<file path="src/rtl/store_trace_checker_fifo.sv">
// stc_fifo: expected-trace FIFO with registered count, simultaneous push/pop and sync clear
module stc_fifo #(
  parameter int W = 64,
  parameter int DEPTH = 16
) (
  input  logic clk,
  input  logic reset,
  input  logic i_clr,
  input  logic i_push,
  input  logic i_pop,
  input  logic [W-1:0] i_din,
  output logic [W-1:0] o_dout,
  output logic [$clog2(DEPTH):0] o_count,
  output logic o_full,
  output logic o_empty
);
  localparam int PW = $clog2(DEPTH);
  logic [W-1:0] r_mem [DEPTH];
  logic [PW-1:0] r_wp, r_rp;
  logic [PW:0] r_cnt;
  always_ff @(posedge clk)
    if (i_push) r_mem[r_wp] <= i_din;
  always_ff @(posedge clk) begin
    if (reset || i_clr) begin
      r_wp <= '0;
      r_rp <= '0;
      r_cnt <= '0;
    end else begin
      r_wp <= i_push ? r_wp + PW'(1) : r_wp;
      r_rp <= i_pop ? r_rp + PW'(1) : r_rp;
      r_cnt <= r_cnt + (PW+1)'(i_push) - (PW+1)'(i_pop);
    end
  end
  assign o_dout = r_mem[r_rp];
  assign o_count = r_cnt;
  assign o_full = r_cnt == (PW+1)'(DEPTH);
  assign o_empty = r_cnt == '0;
endmodule

</file>
<file path="config.mk">
export PLATFORM = sky130hd
export DESIGN_NAME = stc_fifo
export DESIGN_NICKNAME = d
export VERILOG_FILES = /design/src/rtl/store_trace_checker_fifo.sv
export SDC_FILE = /design/constraint.sdc
export NUM_CORES = 1
export LEC_CHECK = 0
export BUFFER_PORTS_ARGS = -buffer_cell sky130_fd_sc_hd__buf_2
export CORE_MARGIN = 2
export CORE_UTILIZATION = 60
export CTS_CLUSTER_DIAMETER = 80
export CTS_CLUSTER_SIZE = 24
export DETAILED_ROUTE_END_ITERATION = 16
export PLACE_DENSITY = 0.77
export SLEW_MARGIN = 20
export SYNTH_ARGS = -nofsm -noshare
export SYNTH_HDL_FRONTEND = slang
export SYNTH_SLANG_ARGS = --single-unit
</file>
<file path="constraint.sdc">
create_clock -name clk -period 4.07 [get_ports clk]
set_clock_uncertainty 0.15 [all_clocks]
set_input_delay 0.814 -clock clk [delete_from_list [all_inputs] [get_ports clk]]
set_output_delay 0.814 -clock clk [all_outputs]
set_load 0.01 [all_outputs]
</file>
==> results.json <==
{
  "final.setup.tns_ns": 0,
  "die_h_um": 259,
  "yosysSeqAreaShare_pct": 79.5,
  "p_leak_uw": 0.0131,
  "grt_pass1_wl_mm": 122,
  "fillCellCount": 3970,
  "first_iter_violations": 1915,
  "crit_path_end_kind": "primary output",
  "hold_viol_final": 0,
  "vias": 17957,
  "h-tree-depth": 2,
  "synth_adder_area_share_pct": 0.403,
  "place.gp.congestion": 0.742,
  "reg2regPathDepth": 3,
  "clock.fmax_mhz": 261,
  "outcome": "completed",
  "cpLargestDelayFamily": "buffers and inverters",
  "synth_xor_area_share_pct": 0.202,
  "crit_fanout": 27,
  "r2r-end": "r_mem[3][2]$_DFFE_PP_",
  "mostFrequentLayoutCell": "edfxtp_1",
  "synth-simple-area-share_pct": 1.29,
  "io_buffers": 139,
  "dp_hpwl_mm": 43.4,
  "clock_sinks": 1041,
  "die_area_mm2": 0.0672,
  "p_per_area_mw_per_mm2": 425,
  "drc_errors": 0,
  "crit_path_end": "o_dout[62]",
  "path_class": "flop to primary output",
  "critPathSlowestCell": "mux4_2",
  "antenna_found_initial": 11,
  "period_share_pct": 94.0,
  "wl_mm": 82.5,
  "yosysWarnings": 0,
  "crit_chain": "buf_4 -> mux4_2 -> a22oi_1 -> nand2_1 -> buf_2",
  "clockBufferDepth": 3,
  "ys_ff_latch": 1041,
  "wl_per_cell_um": 30.6,
  "avgSynthCellArea_um2": 23.5,
  "grt_setup_unrepaired": "false",
  "hp-start": "r_rp[3]$_SDFFE_PP0P_",
  "cts_tree": "done",
  "hold_path.class": "flop to flop",
  "drive_gt1_share_pct": 28.7,
  "maxSlewHeadroom_pct": 48.2,
  "cts_hold_buffers": 0,
  "clk_pin_slew_ns": 0.09,
  "crit_buf_inv": 2,
  "tightest_slew_ns": 0.778,
  "grtUsageTotal_pct": 25.0,
  "grt_pass1_vias": 18667,
  "cp_slowest_stage_delay_ns": 0.59,
  "maxCapViolCount": 0,
  "synth_mux_area_share_pct": 14.8,
  "netlist_area_mm2": 0.0391,
  "ios": 140,
  "die_x_um": 259,
  "ir_worst_vdd_mv": 0.291,
  "drv_slew": 0,
  "final_cell_mix": "1,024 x edfxtp_1, 256 x mux4_2, 139 x buf_2, 128 x a22oi_1, 67 x nand2_1",
  "area_growth_pct": 9.14,
  "synth_cell_types": 31,
  "cts_resized": 0,
  "final_nets": 1902,
  "first_pass_iters": 5,
  "crit_arrival_ns": 2.86,
  "utilization_pct": 66.2,
  "period_needed_ns": 3.82,
  "synth.net_count": 1743,
  "start_util_pct": 60.7,
  "r2r-start": "r_wp[2]$_SDFFE_PP0P_",
  "final_antenna_net_count": 0,
  "crit_cells": 5,
  "rows": 93,
  "synth_top_family_by_area": "multiplexers",
  "coreArea_mm2": 0.0645,
  "setup_viol": 0,
  "syn_inst": 1662,
  "grt-ovfl-total": 0,
  "clk_latency_ns": 0.61,
  "numCtsBuffers": 50,
  "rrSetupSlack_ns": 1.70,
  "cp-start-kind": "flop",
  "required_ns": 3.11,
  "viasPerCell": 6.65,
  "cts_root_buf": "clkbuf_16",
  "postCtsSetupBuffers": 0,
  "grt_start_max_net_pins": 65,
  "synth-compound-area-share_pct": 2.51
}
## cells by family after synthesis
group,Yosys count
AOI/OAI and AO/OA,132
buffers and inverters,98
muxes,258
adders and majority gates,12
and+or+nand+nor,112
DFF,1041
xor gates and xnor gates,9
## registers in the layout, indices dropped and copies added (netlist names), named ones only
signal and count:
r_rp 4, r_mem 1024, r_wp 4, o_count 5
## routing by layer
layer	global-route usage (%)	up-vias	share of wire, %
met4	5.59	16	2.0
met2	41.1	871	51
met3	4.59	126	8.2
met5	0	-	0.12
met1	35.8	9601	39
li1	-	7343	-
## report_power, final
group	internal [uW]	switching (uW)	total [uW]
clock	2330	3110	5450
sequential	11800	31.5	11900
combinational	360	461	821
## worst reg2reg max path, stage by stage (launching register included)
cell,delay (ns)
dfxtp_1,0.37
nor3b_1,0.49
and2_4,0.65
buf_12,0.38
## stage by stage
stage	cell area, um2	instances	hold slack (ns)	total power (uW)	setup WS, ns
after CTS	42700	2696	0.369	18200	0.150
after detailed placement	41300	2624	0.375	12900	0.881
final	42700	2699	0.391	18100	0.245
after global routing	42700	2698	0.384	18600	0.0524
after floorplan	39100	1662	0.335	12600	0.593
after global placement	41300	2624	0.365	12900	0.900
## synthesized netlist by cell type, drive strengths merged
cell type  instances  area (um2)
and3               1        6.26
xnor2              4        35.0
or2                1        6.26
nor3               1        5.00
nor2b              2        12.5
nand2             67         251
nor3b              2        15.0
buf               43         299
mux4             256        5770
nor2              15        56.3
clkbuf            44         165
edfxtp          1024       30700
a22oi            128         961
nand4              2        12.5
mux2i              2        20.0
nor4b              1        8.76
o21ai              1        5.00
and4               1        8.76
ha                11         138
xor2               5        43.8
fa                 1        20.0
dfxtp             17         340
and2              17         106
inv               11        41.3
and3b              1        8.76
a21o               1        7.51
nand2b             1        6.26
a21oi              2        10.0
## area by class of cell
type / instances / area (um2) / share of cell area [%]
sequential: 1041 / 31100 / 72.9
clock inverter: 4 / 63.8 / 0.150
multi-input combinational: 523 / 7570 / 17.7
tap: 855 / 1070 / 2.51
antenna: 3 / 7.51 / 0.0176
inverter: 11 / 41.3 / 0.0967
timing repair buffer: 194 / 1480 / 3.48
clock buffer: 68 / 1340 / 3.14
## worst min path at each step
| stage | end | slack [ns] | cells past startpoint |
|---|---|---|---|
| after detailed placement | flop | 0.38 | 2 |
| after floorplan | flop | 0.33 | 2 |
| final | flop | 0.39 | 2 |
| after global placement | r_rp[3]$_SDFFE_PP0P_ | 0.36 | 2 |
| after CTS | r_mem[10][4]$_DFFE_PP_ | 0.37 | 1 |
| after global routing | r_mem[9][14]$_DFFE_PP_ | 0.38 | 1 |
(Power assumes the default switching activity.)
